$ cat config.mk
export PLATFORM = sky130hd
export DESIGN_NAME = mem_access_guard
export DESIGN_NICKNAME = d
export VERILOG_FILES = /design/src/rtl/mem_access_guard_pkg.sv /design/src/rtl/mem_access_guard_region_match.sv /design/src/rtl/mem_access_guard.sv
export SDC_FILE = /design/constraint.sdc
export NUM_CORES = 1
export LEC_CHECK = 0
export ABC_AREA = 0
export BUFFER_PORTS_ARGS = -buffer_cell sky130_fd_sc_hd__buf_2
export CELL_PAD_IN_SITES_DETAIL_PLACEMENT = 1
export CELL_PAD_IN_SITES_GLOBAL_PLACEMENT = 2
export CORE_ASPECT_RATIO = 1.25
export CORE_UTILIZATION = 44
export DETAILED_ROUTE_END_ITERATION = 12
export PLACE_DENSITY_LB_ADDON = 0.1
export SLEW_MARGIN = 25
export SYNTH_ARGS = -nofsm -noshare
export SYNTH_HDL_FRONTEND = slang
export SYNTH_SLANG_ARGS = --single-unit
$ cat constraint.sdc
create_clock -name clk -period 9 [get_ports clk]
set_clock_uncertainty 0.15 [all_clocks]
set_input_delay 1.35 -clock clk [delete_from_list [all_inputs] [get_ports clk]]
set_output_delay 1.35 -clock clk [all_outputs]
set_load 0.02 [all_outputs]
$ cat src/rtl/mem_access_guard_pkg.sv
// Shared encodings and default address windows
// for the M-stage memory access guard.
package mem_access_guard_pkg;

  localparam logic [4:0] EXC_NONE = 5'd0;
  localparam logic [4:0] EXC_ADEL = 5'd4;
  localparam logic [4:0] EXC_ADES = 5'd5;

  typedef enum logic [1:0] {
    ACC_NONE  = 2'b00,
    ACC_LOAD  = 2'b01,
    ACC_STORE = 2'b10,
    ACC_RSVD  = 2'b11
  } acc_e;

  typedef enum logic [1:0] {
    SZ_WORD = 2'b00,
    SZ_HALF = 2'b01,
    SZ_BYTE = 2'b10,
    SZ_RSVD = 2'b11
  } size_e;

  localparam int ATTR_RD = 0;
  localparam int ATTR_WR = 1;
  localparam int ATTR_WO = 2;

  localparam int MAX_REGIONS = 16;

  function automatic logic [31:0] def_base(
    input int i
  );
    case (i)
      0:       return 32'h0000_0000;
      1:       return 32'h0000_7F08;
      2:       return 32'h0000_7F00;
      3:       return 32'h0000_7F18;
      4:       return 32'h0000_7F10;
      default: return 32'h0000_0001;
    endcase
  endfunction

  function automatic logic [31:0] def_limit(
    input int i
  );
    case (i)
      0:       return 32'h0000_2FFF;
      1:       return 32'h0000_7F0B;
      2:       return 32'h0000_7F07;
      3:       return 32'h0000_7F1B;
      4:       return 32'h0000_7F17;
      default: return 32'h0000_0000;
    endcase
  endfunction

  function automatic logic [2:0] def_attr(
    input int i
  );
    case (i)
      0:       return 3'b011;
      1:       return 3'b101;
      2:       return 3'b111;
      3:       return 3'b101;
      4:       return 3'b111;
      default: return 3'b000;
    endcase
  endfunction

endpackage

$ cat src/rtl/mem_access_guard_region_match.sv
// One address window: inclusive unsigned bounds
// plus its permission attributes.
module region_match
  import mem_access_guard_pkg::*;
#(
  parameter int ADDR_W = 32
) (
  input  logic [ADDR_W-1:0] addr_i,
  input  logic [ADDR_W-1:0] base_i,
  input  logic [ADDR_W-1:0] limit_i,
  input  logic [2:0]        attr_i,
  output logic              hit_o,
  output logic              rd_o,
  output logic              wr_o,
  output logic              wo_o
);

  // base > limit can never satisfy both bounds
  assign hit_o = (addr_i >= base_i) &&
                 (addr_i <= limit_i);
  assign rd_o  = attr_i[ATTR_RD];
  assign wr_o  = attr_i[ATTR_WR];
  assign wo_o  = attr_i[ATTR_WO];

endmodule

$ cat src/rtl/mem_access_guard.sv
// M-stage address/permission guard: raises AdEL/AdES,
// latches the first bad address and counts faults.
module mem_access_guard
  import mem_access_guard_pkg::*;
#(
  parameter int NUM_REGIONS = 5,
  parameter int ADDR_W      = 32,
  parameter int CNT_W       = 8
) (
  input  logic              clk,
  input  logic              reset,
  input  logic              in_valid,
  input  logic              stall,
  input  logic              flush,
  input  logic [1:0]        acc,
  input  logic [1:0]        size,
  input  logic [ADDR_W-1:0] addr,
  input  logic [4:0]        exc_prev,
  input  logic              cfg_we,
  input  logic [3:0]        cfg_idx,
  input  logic [ADDR_W-1:0] cfg_base,
  input  logic [ADDR_W-1:0] cfg_limit,
  input  logic [2:0]        cfg_attr,
  input  logic              exc_ack,
  output logic              out_valid,
  output logic [4:0]        exc_code,
  output logic [ADDR_W-1:0] bad_vaddr,
  output logic              bad_vaddr_valid,
  output logic [CNT_W-1:0]  fault_cnt
);

  logic [ADDR_W-1:0] base_q  [NUM_REGIONS];
  logic [ADDR_W-1:0] limit_q [NUM_REGIONS];
  logic [2:0]        attr_q  [NUM_REGIONS];

  logic [NUM_REGIONS-1:0] hit, rd, wr, wo;

  always_ff @(posedge clk or negedge reset) begin
    if (!reset) begin
      for (int i = 0; i < NUM_REGIONS; i++) begin
        base_q[i]  <= ADDR_W'(def_base(i));
        limit_q[i] <= ADDR_W'(def_limit(i));
        attr_q[i]  <= def_attr(i);
      end
    end else if (cfg_we) begin
      for (int i = 0; i < NUM_REGIONS; i++) begin
        if (cfg_idx == 4'(i)) begin
          base_q[i]  <= cfg_base;
          limit_q[i] <= cfg_limit;
          attr_q[i]  <= cfg_attr;
        end
      end
    end
  end

  for (genvar g = 0; g < NUM_REGIONS; g++) begin : g_rm
    region_match #(
      .ADDR_W (ADDR_W)
    ) u_rm (
      .addr_i  (addr),
      .base_i  (base_q[g]),
      .limit_i (limit_q[g]),
      .attr_i  (attr_q[g]),
      .hit_o   (hit[g]),
      .rd_o    (rd[g]),
      .wr_o    (wr[g]),
      .wo_o    (wo[g])
    );
  end

  logic found, sel_rd, sel_wr, sel_wo;

  always_comb begin
    found  = 1'b0;
    sel_rd = 1'b0;
    sel_wr = 1'b0;
    sel_wo = 1'b0;
    for (int i = 0; i < NUM_REGIONS; i++) begin
      if (!found && hit[i]) begin
        found  = 1'b1;
        sel_rd = rd[i];
        sel_wr = wr[i];
        sel_wo = wo[i];
      end
    end
  end

  logic is_ld, is_st, is_word, mis;
  logic perm_ok, bad, addr_fault;
  logic [4:0] code_c;

  assign is_ld = (acc == ACC_LOAD);
  assign is_st = (acc == ACC_STORE);

  always_comb begin
    is_word = 1'b0;
    mis     = 1'b0;
    unique case (1'b1)
      (size == SZ_HALF): mis = addr[0];
      (size == SZ_BYTE): mis = 1'b0;
      default: begin
        is_word = 1'b1;
        mis     = |addr[1:0];
      end
    endcase
  end

  assign perm_ok = is_ld ? sel_rd : sel_wr;
  assign bad = mis | ~found | ~perm_ok |
               (sel_wo & ~is_word);
  assign addr_fault = (is_ld | is_st) &
                      (exc_prev == EXC_NONE) & bad;
  assign code_c = !addr_fault ? exc_prev :
                  is_ld ? EXC_ADEL : EXC_ADES;

  logic              valid_q, valid_d;
  logic [4:0]        code_q, code_d;
  logic [ADDR_W-1:0] bva_q, bva_d;
  logic              bvv_q, bvv_d;
  logic [CNT_W-1:0]  cnt_q, cnt_d;
  logic              accept;

  assign accept = ~stall & ~flush & in_valid &
                  addr_fault;

  always_comb begin
    valid_d = valid_q;
    code_d  = code_q;
    bva_d   = bva_q;
    bvv_d   = bvv_q;
    cnt_d   = cnt_q;
    if (!stall) begin
      valid_d = in_valid & ~flush;
      code_d  = flush ? EXC_NONE : code_c;
    end
    // ack in the same cycle as a fault frees the slot
    if (accept) begin
      bvv_d = 1'b1;
      if (!bvv_q || exc_ack) bva_d = addr;
      if (cnt_q != '1) cnt_d = cnt_q + CNT_W'(1);
    end else if (exc_ack) begin
      bvv_d = 1'b0;
    end
  end

  always_ff @(posedge clk or negedge reset) begin
    if (!reset) begin
      valid_q <= 1'b0;
      code_q  <= EXC_NONE;
      bva_q   <= '0;
      bvv_q   <= 1'b0;
      cnt_q   <= '0;
    end else begin
      valid_q <= valid_d;
      code_q  <= code_d;
      bva_q   <= bva_d;
      bvv_q   <= bvv_d;
      cnt_q   <= cnt_d;
    end
  end

  assign out_valid       = valid_q;
  assign exc_code        = code_q;
  assign bad_vaddr       = bva_q;
  assign bad_vaddr_valid = bvv_q;
  assign fault_cnt       = cnt_q;

endmodule

==> reports/metrics.cfg, run 1 <==
[floorplanning]
dieHeight_um=254.4
core_area_sq_mm=0.05042
dieArea_sq_mm=0.05186
die_w_um=203.9
start_util_pct=44.46
io_pins=166
fp-row-count=92

[place]
dp_hpwl_um=50110
gp_congestion=0.8544
io_buffers=165
placed_cells=2856
preCtsSetupSlack_ns=2.278

[run]
maxCapViolations=0

[power_and_ir_drop]
irDropWorstVdd_uv=130.7
p_int_mw=4.105
p_leak_nw=12.63
power.density_mw_per_mm2=231.7
switching_share_pct=30.98
p_clk_share_pct=33.3
seq_power_share_pct=39.2
netSwitchingPower_mw=1.843
p_comb_share_pct=27.5

[synthesis]
synth_edf_count=0
synth_warnings=0
synth-main-ff-cell=dfrtp_1
synthArstFlopShare_pct=100.0
avgSynthCellArea_sq_um=10.85
syn_area_sq_mm=0.02242
synth_cells=2065
synth.distinct_cells=63
synth_fp_nets=2507
ys_ff_latch=382
seq_area_frac_synth_pct=43.20

[critical_path]
timing.rr.end=bad_vaddr[19]$_DFFE_PN0P_
ff2ff_path_depth=15
cp-end-kind=register
path_class=in -> reg
cp_max_fo=21
worstSetupStartpointType=input port
arrival_ns=6.37
required_ns=9.30
reg2reg_from=base_q[78]$_DFFE_PN1P_
worst-r2r-setup-slack_ns=3.47

[clock_tree]
clock_path_buffers=3
clockRootBuffer=clkbuf_16
ctsHoldBuffers=0
clk_latency_ns=0.59
cts_tree=built
cts_buffers=44
cts_sinks=382
clk_pin_slew_ns=0.06
clock_tree.htree_level_count=2
cts_setup_buffers=0
cts_resized=0

[timing]
clock.fmax_mhz=164.8
tns_ns=0
finalCriticalPeriod_ns=6.066
setup_ws_ns=2.934
finalMaxSlewViolations=0
grt_setup_unrepaired=false
tightest_slew_ns=1.028
relSlewSlack_pct=29.73
setup_viol=0
post-route-period-util_pct=67.40
hold_viol_final=0

[global_route]
grt-busiest-layer=met2
antenna_found_initial=4
gr-total-overflow=0
grt_pass1_wl_um=104300
grt_util_met3_pct=3.003
grtUsageMet1_pct=32.57
grt_pass1_vias=17460
use_met2_pct=49.18
grt_max_degree=159
grtUsageTotal_pct=26.85

[cells_and_area]
final_cells=2939
utilization_pct=50.91
final_nets=2686
drive_gt1_share_pct=29.12
syn_to_final_growth_pct=14.51

[drt]
vias=16140
routed_wl_um=67810
initialDrtViolationCount=601
drcViolationCount=0
dr.pass1.iters=4
ant_nets=0
avgRoutedWirePerCell_um=23.07
via_per_inst=5.492

[hold_path]
hold_depth=2
min_from=exc_code[1]$_DFFE_PN0N_
hold_class=reg -> reg
min_to=exc_code[1]$_DFFE_PN0N_

[status]
status=complete, no violations

-- kinds of logic (layout without fill, tap and decap cells) --
| logic type | after synthesis | count (layout) | share of synthesized area [%] |
|---|---|---|---|
| flip-flops | 382 | 382 | 43.20 |
| buffers and inverters | 370 | 585 | 6.296 |
| AO/OA/AOI/OAI | 343 | 343 | 9.244 |
| AND/OR/NAND/NOR | 331 | 331 | 7.446 |
| adder cells (fa/ha/maj) | 323 | 323 | 18.03 |
| multiplexers | 309 | 309 | 15.51 |
| XOR/XNOR | 7 | 7 | 0.2735 |
| other | 0 | 1 | 0 |
-- registers in the layout, summed over array words and instances, names as in the netlist --
register,cells
limit_q,160
bad_vaddr_valid,1
fault_cnt,8
attr_q,15
out_valid,1
base_q,160
exc_code,5
bad_vaddr,32
-- how the worst max path moves through the flow --
stage / endpoint / startpoint
floorplan: bad_vaddr[10]$_DFFE_PN0P_ / addr[14]
global route: bad_vaddr[18]$_DFFE_PN0P_ / addr[14]
global placement: bad_vaddr[12]$_DFFE_PN0P_ / addr[0]
finish: bad_vaddr[19]$_DFFE_PN0P_ / addr[14]
CTS: bad_vaddr[19]$_DFFE_PN0P_ / addr[14]
detailed placement: bad_vaddr[15]$_DFFE_PN0P_ / addr[14]
-- power by group through the flow --
stage / clock network, mW / registers (mW) / logic, mW
2_1_floorplan: 0 / 2.32 / 1.06
3_3_place_gp: 0 / 2.34 / 1.56
3_5_place_dp: 0 / 2.36 / 1.64
4_1_cts: 2.03 / 2.33 / 1.66
5_1_grt: 2.10 / 2.38 / 1.85
6_report: 1.98 / 2.33 / 1.63
-- synth_stat cells (2+ instances only) --
| master | number | area share [%] |
|---|---|---|
| inv_1 | 324 | 5.4 |
| ha_1 | 323 | 18 |
| mux2_2 | 307 | 15 |
| dfrtp_1 | 283 | 32 |
| nand2_1 | 127 | 2.1 |
| a21oi_1 | 112 | 2.5 |
| o21ai_0 | 112 | 2.5 |
| dfstp_2 | 99 | 12 |
| nand4_1 | 56 | 1.6 |
| nor2_1 | 36 | 0.60 |
| a21o_1 | 35 | 1.2 |
| nand3_1 | 31 | 0.69 |
| clkbuf_1 | 30 | 0.50 |
| nor2b_1 | 16 | 0.45 |
| buf_1 | 13 | 0.22 |
| nor3_1 | 13 | 0.29 |
| a211oi_1 | 10 | 0.33 |
| nor4_1 | 9 | 0.25 |
| o21a_1 | 9 | 0.30 |
| and4_1 | 8 | 0.31 |
| o211ai_1 | 8 | 0.27 |
| a221o_1 | 6 | 0.27 |
| a221oi_1 | 6 | 0.23 |
| a31oi_1 | 6 | 0.17 |
| and3_1 | 6 | 0.17 |
| nand2b_1 | 6 | 0.17 |
| or4_1 | 6 | 0.20 |
| xnor2_1 | 6 | 0.23 |
| a2111oi_0 | 5 | 0.20 |
| o31ai_1 | 5 | 0.17 |
| nand3b_1 | 4 | 0.13 |
| o2111ai_1 | 4 | 0.16 |
| buf_6 | 3 | 0.15 |
| o21bai_1 | 3 | 0.10 |
| o31a_1 | 3 | 0.12 |
| a21boi_0 | 2 | 0.067 |
| a22oi_1 | 2 | 0.067 |
| and2_0 | 2 | 0.056 |
| mux2i_1 | 2 | 0.089 |
| nor3b_1 | 2 | 0.067 |
| o311ai_0 | 2 | 0.078 |
| o41ai_1 | 2 | 0.078 |
-- critical path, stage by stage --
cell       delay [ns]
buf_2            0.31
ha_1             0.32
a21o_1           0.19
a21oi_1          0.42
nand2_1          0.24
o41ai_1          0.39
o2111ai_1        0.24
and2_1           0.25
nand3b_1         0.17
a2111oi_0        0.56
o21ai_0          0.17
and2_4           0.18
nor3_4           0.65
buf_4            0.48
mux2_2           0.39
-- layout make-up --
| cell class | count | area, sq um |
|---|---|---|
| timing repair buffer | 179 | 980.9 |
| clock buffer | 70 | 1353 |
| sequential | 382 | 9683 |
| multi-input combinational | 1313 | 11360 |
| fill | 5482 | 24750 |
| tap | 658 | 823.3 |
| inverter | 324 | 1216 |
| antenna | 1 | 2.502 |
| clock inverter | 12 | 246.5 |
-- metrics by stage --
stage	hold slack, ns	power [mW]	area, sq um
2_1_floorplan	0.3227	3.379	22420
3_3_place_gp	0.3156	3.901	24020
3_5_place_dp	0.3230	4.000	24060
4_1_cts	0.3382	6.023	25660
5_1_grt	0.3595	6.320	25660
6_report	0.3338	5.948	25670
-- placed cells by master (no fill, tap or decap), types with 47 or more instances in the layout --
cell | Yosys | final
inv_1 | 324 | 324
dfrtp_1 | 283 | 283
mux2_2 | 307 | 307
ha_1 | 323 | 323
nand2_1 | 127 | 126
nand4_1 | 56 | 56
a21oi_1 | 112 | 112
dfstp_2 | 99 | 99
clkbuf_16 | 0 | 47
o21ai_0 | 112 | 112
buf_2 | 0 | 164
-- metal layers --
metal,vias up,wire length [um]
met5,-,23
met4,4,2036
met3,92,1651
met2,199,35440
met1,8246,28660
li1,7600,-
(Power assumes the default switching activity.)
==> run 2: changes to the inputs <==
Settings changed: CORE_UTILIZATION 44 to 37.
Clock period 9 ns to 4.95 ns, I/O delays scaled along.
==> reports/metrics.cfg, run 2 (synthesis gave the netlist of run 1 again) <==
[status]
status=complete, no violations

[place]
gp_congestion=0.8411  ; -1.6%
io_buffers=165  ; unchanged
placed_cells=3062  ; +7.2%
preCtsSetupSlack_ns=-0.7000  ; -2.977 ns
post_dp_cell_area_sq_mm=0.02495  ; +3.7%
dp_hpwl_um=52910  ; +5.6%

[hold_path]
hold_class=in -> async

[critical_path]
cp_max_fo=10  ; -52%
cp-end-kind=register
arrival_ns=5.00  ; -1.37 ns
worstSetupStartpointType=register
path_class=reg -> reg
required_ns=5.25  ; -4.05 ns

[drt]
dr.pass1.iters=5  ; +1
ant_nets=0  ; unchanged
avgRoutedWirePerCell_um=22.24  ; -3.6%
initialDrtViolationCount=558  ; -7.2%
routed_wl_um=69950  ; +3.2%
drcViolationCount=0  ; unchanged
vias=16500  ; +2.2%
via_per_inst=5.247  ; -4.5%

[global_route]
grt_pass1_vias=18190  ; +4.2%
grtUsageTotal_pct=23.37  ; -3.5 points
grt_pass1_wl_um=109200  ; +4.7%
antenna_found_initial=4  ; unchanged
gr-total-overflow=0  ; unchanged
grt_max_degree=130  ; -18%

[floorplanning]
fp-row-count=100  ; +8.7%
io_pins=166  ; unchanged
start_util_pct=37.56  ; -6.9 points
die_w_um=222.2  ; +9.0%
dieArea_sq_mm=0.06158  ; +19%
dieHeight_um=277.2  ; +9.0%
core_area_sq_mm=0.05968  ; +18%

[cells_and_area]
diodes=0  ; -1
stdcell_area_sq_mm=0.02654  ; +3.4%
layout_commonest_cell=inv_1
utilization_pct=44.46  ; -6.4 points
drive_gt1_share_pct=32.52  ; +3.4 points
final_cell_mix=324 x inv_1, 323 x ha_1, 307 x mux2_2
final_nets=2788  ; +3.8%
syn_to_final_growth_pct=18.39
final_cells=3145  ; +7.0%

[timing]
setup_viol=0  ; unchanged
tightest_slew_ns=0.9566  ; -0.07090 ns
finalMaxSlewViolations=0  ; unchanged
setup_ws_ns=0.2471  ; -2.687 ns
relSlewSlack_pct=36.23  ; +6.5 points
post-route-period-util_pct=95.01
clock.fmax_mhz=212.6
finalCriticalPeriod_ns=4.703
hold_viol_final=0  ; unchanged

[power_and_ir_drop]
power.total_mw=10.76  ; +81%
power.density_mw_per_mm2=405.7  ; +75%
p_leak_nw=13.11  ; +3.8%
irDropWorstVdd_uv=242.8  ; +86%

[clock_tree]
clockRootBuffer=clkbuf_16
clock_path_buffers=3  ; unchanged
cts_buffers=44  ; unchanged
clock_tree.htree_level_count=2  ; unchanged
cts_sinks=382  ; unchanged
ctsHoldBuffers=0  ; unchanged
cts_tree=built
clk_pin_slew_ns=0.06  ; about the same
clk_latency_ns=0.57  ; -0.02 ns

[run]
maxCapViolations=0  ; unchanged

run 2: through the flow:
stage               setup TNS [ns]  hold slack [ns]
global placement            -17.40           0.3163
CTS                              0           0.1039
finish                           0          0.05597
detailed placement          -24.04           0.3212
floorplan                        0           0.2969
global route             -0.009390           0.1105
run 2: metal layers:
layer  GRT usage (%)  vias to the layer above  routed length, um
met2           42.46                      208              36020
met3           3.438                      101               2086
li1                -                     7802                  -
met4           8.084                        8               2435
met5               0                        -                 53
met1           27.84                     8383              29360
run 2: final timing paths:
path	startpoint	end	slack (ns)	cells past startpoint
worst max-delay path	base_q[45]$_DFFE_PN1P_	bad_vaddr[25]$_DFFE_PN0P_	0.25	17
worst min-delay path	reset	base_q[53]$_DFFE_PN0P_	0.06	1
worst max register to register	base_q[45]$_DFFE_PN1P_	bad_vaddr[25]$_DFFE_PN0P_	0.25	17
worst min register to register	exc_code[4]$_DFFE_PN0N_	exc_code[4]$_DFFE_PN0N_	0.33	2
max in group asynchronous	reset	limit_q[82]$_DFFE_PN0P_	3.28	2
min in group clk	exc_prev[0]	exc_code[2]$_DFFE_PN0N_	0.24	2
run 2: layout make-up:
type	count	area, sq um
well taps	765	957.2
fillers	6549	33150
multi-input cells	1313	11360
clock inverters	9	95.09
clock buffers	71	1434
flip-flops and latches	382	9683
inverters	324	1216
repair buffers	281	1787
run 2: timing repair:
item | 4_1_cts | 5_1_grt
buffers inserted | 0 | 2
pin swaps | 0 | 1
endpoints found under the setup margin | 32 | 32
hold endpoints to repair | 0 | 0
gates cloned | 0 | 1
gates resized for setup | 1 | 4
run 2: critical path: stages, from the launching register on:
cell	delay, ns
dfstp_2	0.52
inv_1	0.04
ha_1	0.28
a21oi_1	0.14
o21ai_0	0.16
or4_1	0.55
o31ai_1	0.53
a2bb2oi_1	0.15
buf_4	0.18
buf_4	0.13
a221o_1	0.30
a221oi_2	0.24
o311ai_1	0.14
and2_4	0.20
nor3_4	0.13
buf_4	0.20
clkbuf_16	0.19
mux2_2	0.34
run 2: report_power, final:
group | switching [mW] | leakage (nW) | internal [mW]
combinational | 1.66 | 7.78 | 1.41
clock | 1.38 | 0.767 | 2.07
sequential | 0.305 | 4.56 | 3.93
==> run 3: changes to the inputs <==
Settings changed: SYNTH_HIERARCHICAL from default to 1.
==> reports/metrics.cfg, run 3 <==
[place]
gp_congestion=0.8171  ; -2.9%
io_buffers=165  ; unchanged
dp_hpwl_um=50580  ; -4.4%
preCtsSetupSlack_ns=-0.7458  ; -0.04578 ns
post_dp_cell_area_sq_mm=0.02505  ; +0.39%

[synthesis]
syn_area_sq_mm=0.02276  ; +1.5%
yosysMostFrequentCell=mux2_2
avgSynthCellArea_sq_um=11.19  ; +3.1%
synth_warnings=6  ; +6
synthArstFlopShare_pct=100.0  ; unchanged
synth_fp_nets=2475  ; -1.3%
synth_common_cells=370 x mux2_2, 331 x inv_1, 323 x ha_1, 283 x dfrtp_1, 116 x a21oi_1
synth.distinct_cells=53  ; -16%
synth_largest_area_cell=dfrtp_1
synth-main-ff-cell=dfrtp_1
synth_cells=2033  ; -1.5%
synth_edf_count=0  ; unchanged
ys_ff_latch=382  ; unchanged
ys_top_cells_by_area=dfrtp_1 31%, mux2_2 18%, ha_1 18%
seq_area_frac_synth_pct=42.55  ; -0.65 points
synth_top_area_share_pct=31.12  ; -0.47 points

[floorplanning]
core_area_sq_mm=0.06078  ; +1.8%
start_util_pct=37.44  ; -0.12 points
io_pins=166  ; unchanged
dieArea_sq_mm=0.06250  ; +1.5%
dieHeight_um=279.3  ; +0.75%
die_w_um=223.8  ; +0.75%
fp-row-count=101  ; +1.0%

[clock_tree]
cts_tree=built
clk_latency_ns=0.59  ; +0.02 ns
clock_path_buffers=3  ; unchanged
cts_sinks=382  ; unchanged
clk_pin_slew_ns=0.06  ; about the same
clock_tree.htree_level_count=2  ; unchanged
clockRootBuffer=clkbuf_16
cts_buffers=46  ; +4.5%
cts_setup_buffers=0  ; unchanged
ctsHoldBuffers=0  ; unchanged

[drt]
ant_nets=0  ; unchanged
routed_wl_um=67170  ; -4.0%
initialDrtViolationCount=468  ; -16%
avgRoutedWirePerCell_um=21.45  ; -3.6%
drcViolationCount=0  ; unchanged
dr.pass1.iters=4  ; -1
vias=16020  ; -2.9%
via_per_inst=5.115  ; -2.5%

[critical_path]
required_ns=5.26  ; about the same
max_stage_delay_ns=0.59  ; +0.04 ns
cpLargestDelayFamily=compound AO/OA/AOI/OAI gates
worstSetupStartpointType=input port
path_cells=buf_2 -> buf_4 -> ha_1 -> a21o_1 -> a221o_1 -> a221oi_2 -> o21ai_0 -> a21oi_1 -> a311oi_1 -> or4b_1 -> o21ai_0 -> o22a_2 -> o22ai_2 -> nand3_2 -> buf_12 -> mux2_2
cp.buffers_inverters=3  ; -2
crit_slowest_cell=a221oi_2
arrival_ns=5.00  ; about the same
cp_max_fo=20  ; +10
cp-end-kind=register
path_class=in -> reg
crit_top_cell=o21ai_0

[timing]
relSlewSlack_pct=35.28  ; -0.95 points
setup_ws_ns=0.2619  ; +0.01481 ns
post-route-period-util_pct=94.71  ; -0.30 points
clock.fmax_mhz=213.3  ; +0.32%
finalMaxSlewViolations=0  ; unchanged
grt_setup_unrepaired=false
finalCriticalPeriod_ns=4.688  ; -0.01481 ns
hold_viol_final=0  ; unchanged
setup_viol=0  ; unchanged
tightest_slew_ns=0.9685  ; +0.01192 ns

[status]
status=complete, no violations

[cells_and_area]
layout_commonest_cell=mux2_2
final_nets=2714  ; -2.7%
syn_to_final_growth_pct=16.62
drive_gt1_share_pct=35.15  ; +2.6 points
utilization_pct=43.66  ; -0.80 points
final_cell_mix=370 x mux2_2, 331 x inv_1, 323 x ha_1
stdcell_area_sq_mm=0.02654  ; about the same
diodes=0  ; unchanged

[global_route]
grt_pass1_wl_um=105300  ; -3.6%
grt_pass1_vias=17820  ; -2.0%
gr-total-overflow=0  ; unchanged
antenna_found_initial=5  ; +1
grtUsageTotal_pct=22.25  ; -1.1 points
grt_max_degree=100  ; -23%

[power_and_ir_drop]
power.total_mw=10.69  ; -0.71%
netSwitchingPower_mw=3.375  ; +0.78%
p_leak_nw=13.09  ; -0.14%
p_int_mw=7.313  ; -1.4%
switching_share_pct=31.57  ; +0.47 points
p_comb_share_pct=28.9  ; +0.3 points
power.density_mw_per_mm2=402.7  ; -0.72%
p_clk_share_pct=31.3  ; -0.8 points
irDropWorstVdd_uv=284.4  ; +17%
seq_power_share_pct=39.8  ; +0.5 points

[run]
maxCapViolations=0  ; unchanged

[hold_path]
hold_class=in -> async

## run 3: cell count changes in the layout (fill, tap and decap cells not counted), sizes merged, moves of 14 or more
cell	change
nand4	-16
a21o	-14
buf	-34
mux2	+64
nand2	-20
a221oi	+14
o21ai	-48
## run 3: timing repair
action                                  CTS  global route
gates resized for setup                   1             1
endpoints found under the hold margin     0             0
cloned                                    0             0
endpoints found under the setup margin   22            20
## run 3: per-layer routing
| layer | global-route usage (%) | vias up | share of wire [%] |
|---|---|---|---|
| met1 | 25.56 | 8117 | 41 |
| met5 | 0 | - | 0.040 |
| met3 | 2.989 | 106 | 2.7 |
| met2 | 42.05 | 204 | 54 |
| met4 | 7.113 | 4 | 3.1 |
| li1 | - | 7585 | - |
## run 3: power groups by stage
stage	clock, mW	combinational [mW]	sequential (mW)
global placement	0	2.98	4.28
global route	3.58	3.52	4.35
CTS	3.48	3.16	4.26
finish	3.35	3.09	4.25
floorplan	0	2.01	4.23
detailed placement	0	3.14	4.31
## run 3: final cells by class
cell class,instances,area (sq um)
Inverter,331,1242
Sequential cell,382,9683
Fill cell,6649,34250
Tap cell,824,1031
Clock buffer,73,1374
Timing Repair Buffer,246,1531
Multi-Input combinational cell,1265,11570
Clock inverter,10,103.9
## run 3: cells by family (layout without fill, tap and decap cells)
| family | after synthesis | after routing | share of synthesized area, % |
|---|---|---|---|
| AND/OR/NAND/NOR | 291 | 291 | 6.950 |
| multiplexers | 371 | 371 | 18.36 |
| AO/OA/AOI/OAI | 275 | 275 | 7.417 |
| flip-flops | 382 | 382 | 42.55 |
| XOR/XNOR | 5 | 5 | 0.1924 |
| adder cells (fa/ha/maj) | 323 | 323 | 17.76 |
| buffers and inverters | 386 | 660 | 6.769 |
## run 3: path summary, 6_finish.rpt
check / depth (start not counted) / endpoint / start / slack (ns)
max: 16 / bad_vaddr[15]$_DFFE_PN0P_ / addr[25] / 0.26
min: 1 / base_q[70]$_DFFE_PN0P_ / reset / 0.01
max reg2reg: 18 / bad_vaddr[15]$_DFFE_PN0P_ / base_q[139]$_DFFE_PN0P_ / 0.33
min reg2reg: 1 / out_valid$_DFFE_PN0N_ / out_valid$_DFFE_PN0N_ / 0.33
max in group asynchronous: 2 / limit_q[125]$_DFFE_PN0P_ / reset / 3.55
min in group clk: 2 / exc_code[2]$_DFFE_PN0N_ / flush / 0.27
## run 3: through the flow
stage | hold slack (ns) | TNS [ns] | cells
finish | 0.01252 | 0 | 3131
global route | 0.02618 | 0 | 3131
CTS | 0.01924 | 0 | 3131
detailed placement | 0.3224 | -27.48 | 3048
global placement | 0.3128 | -26.01 | 3048
floorplan | 0.2969 | 0 | 2033
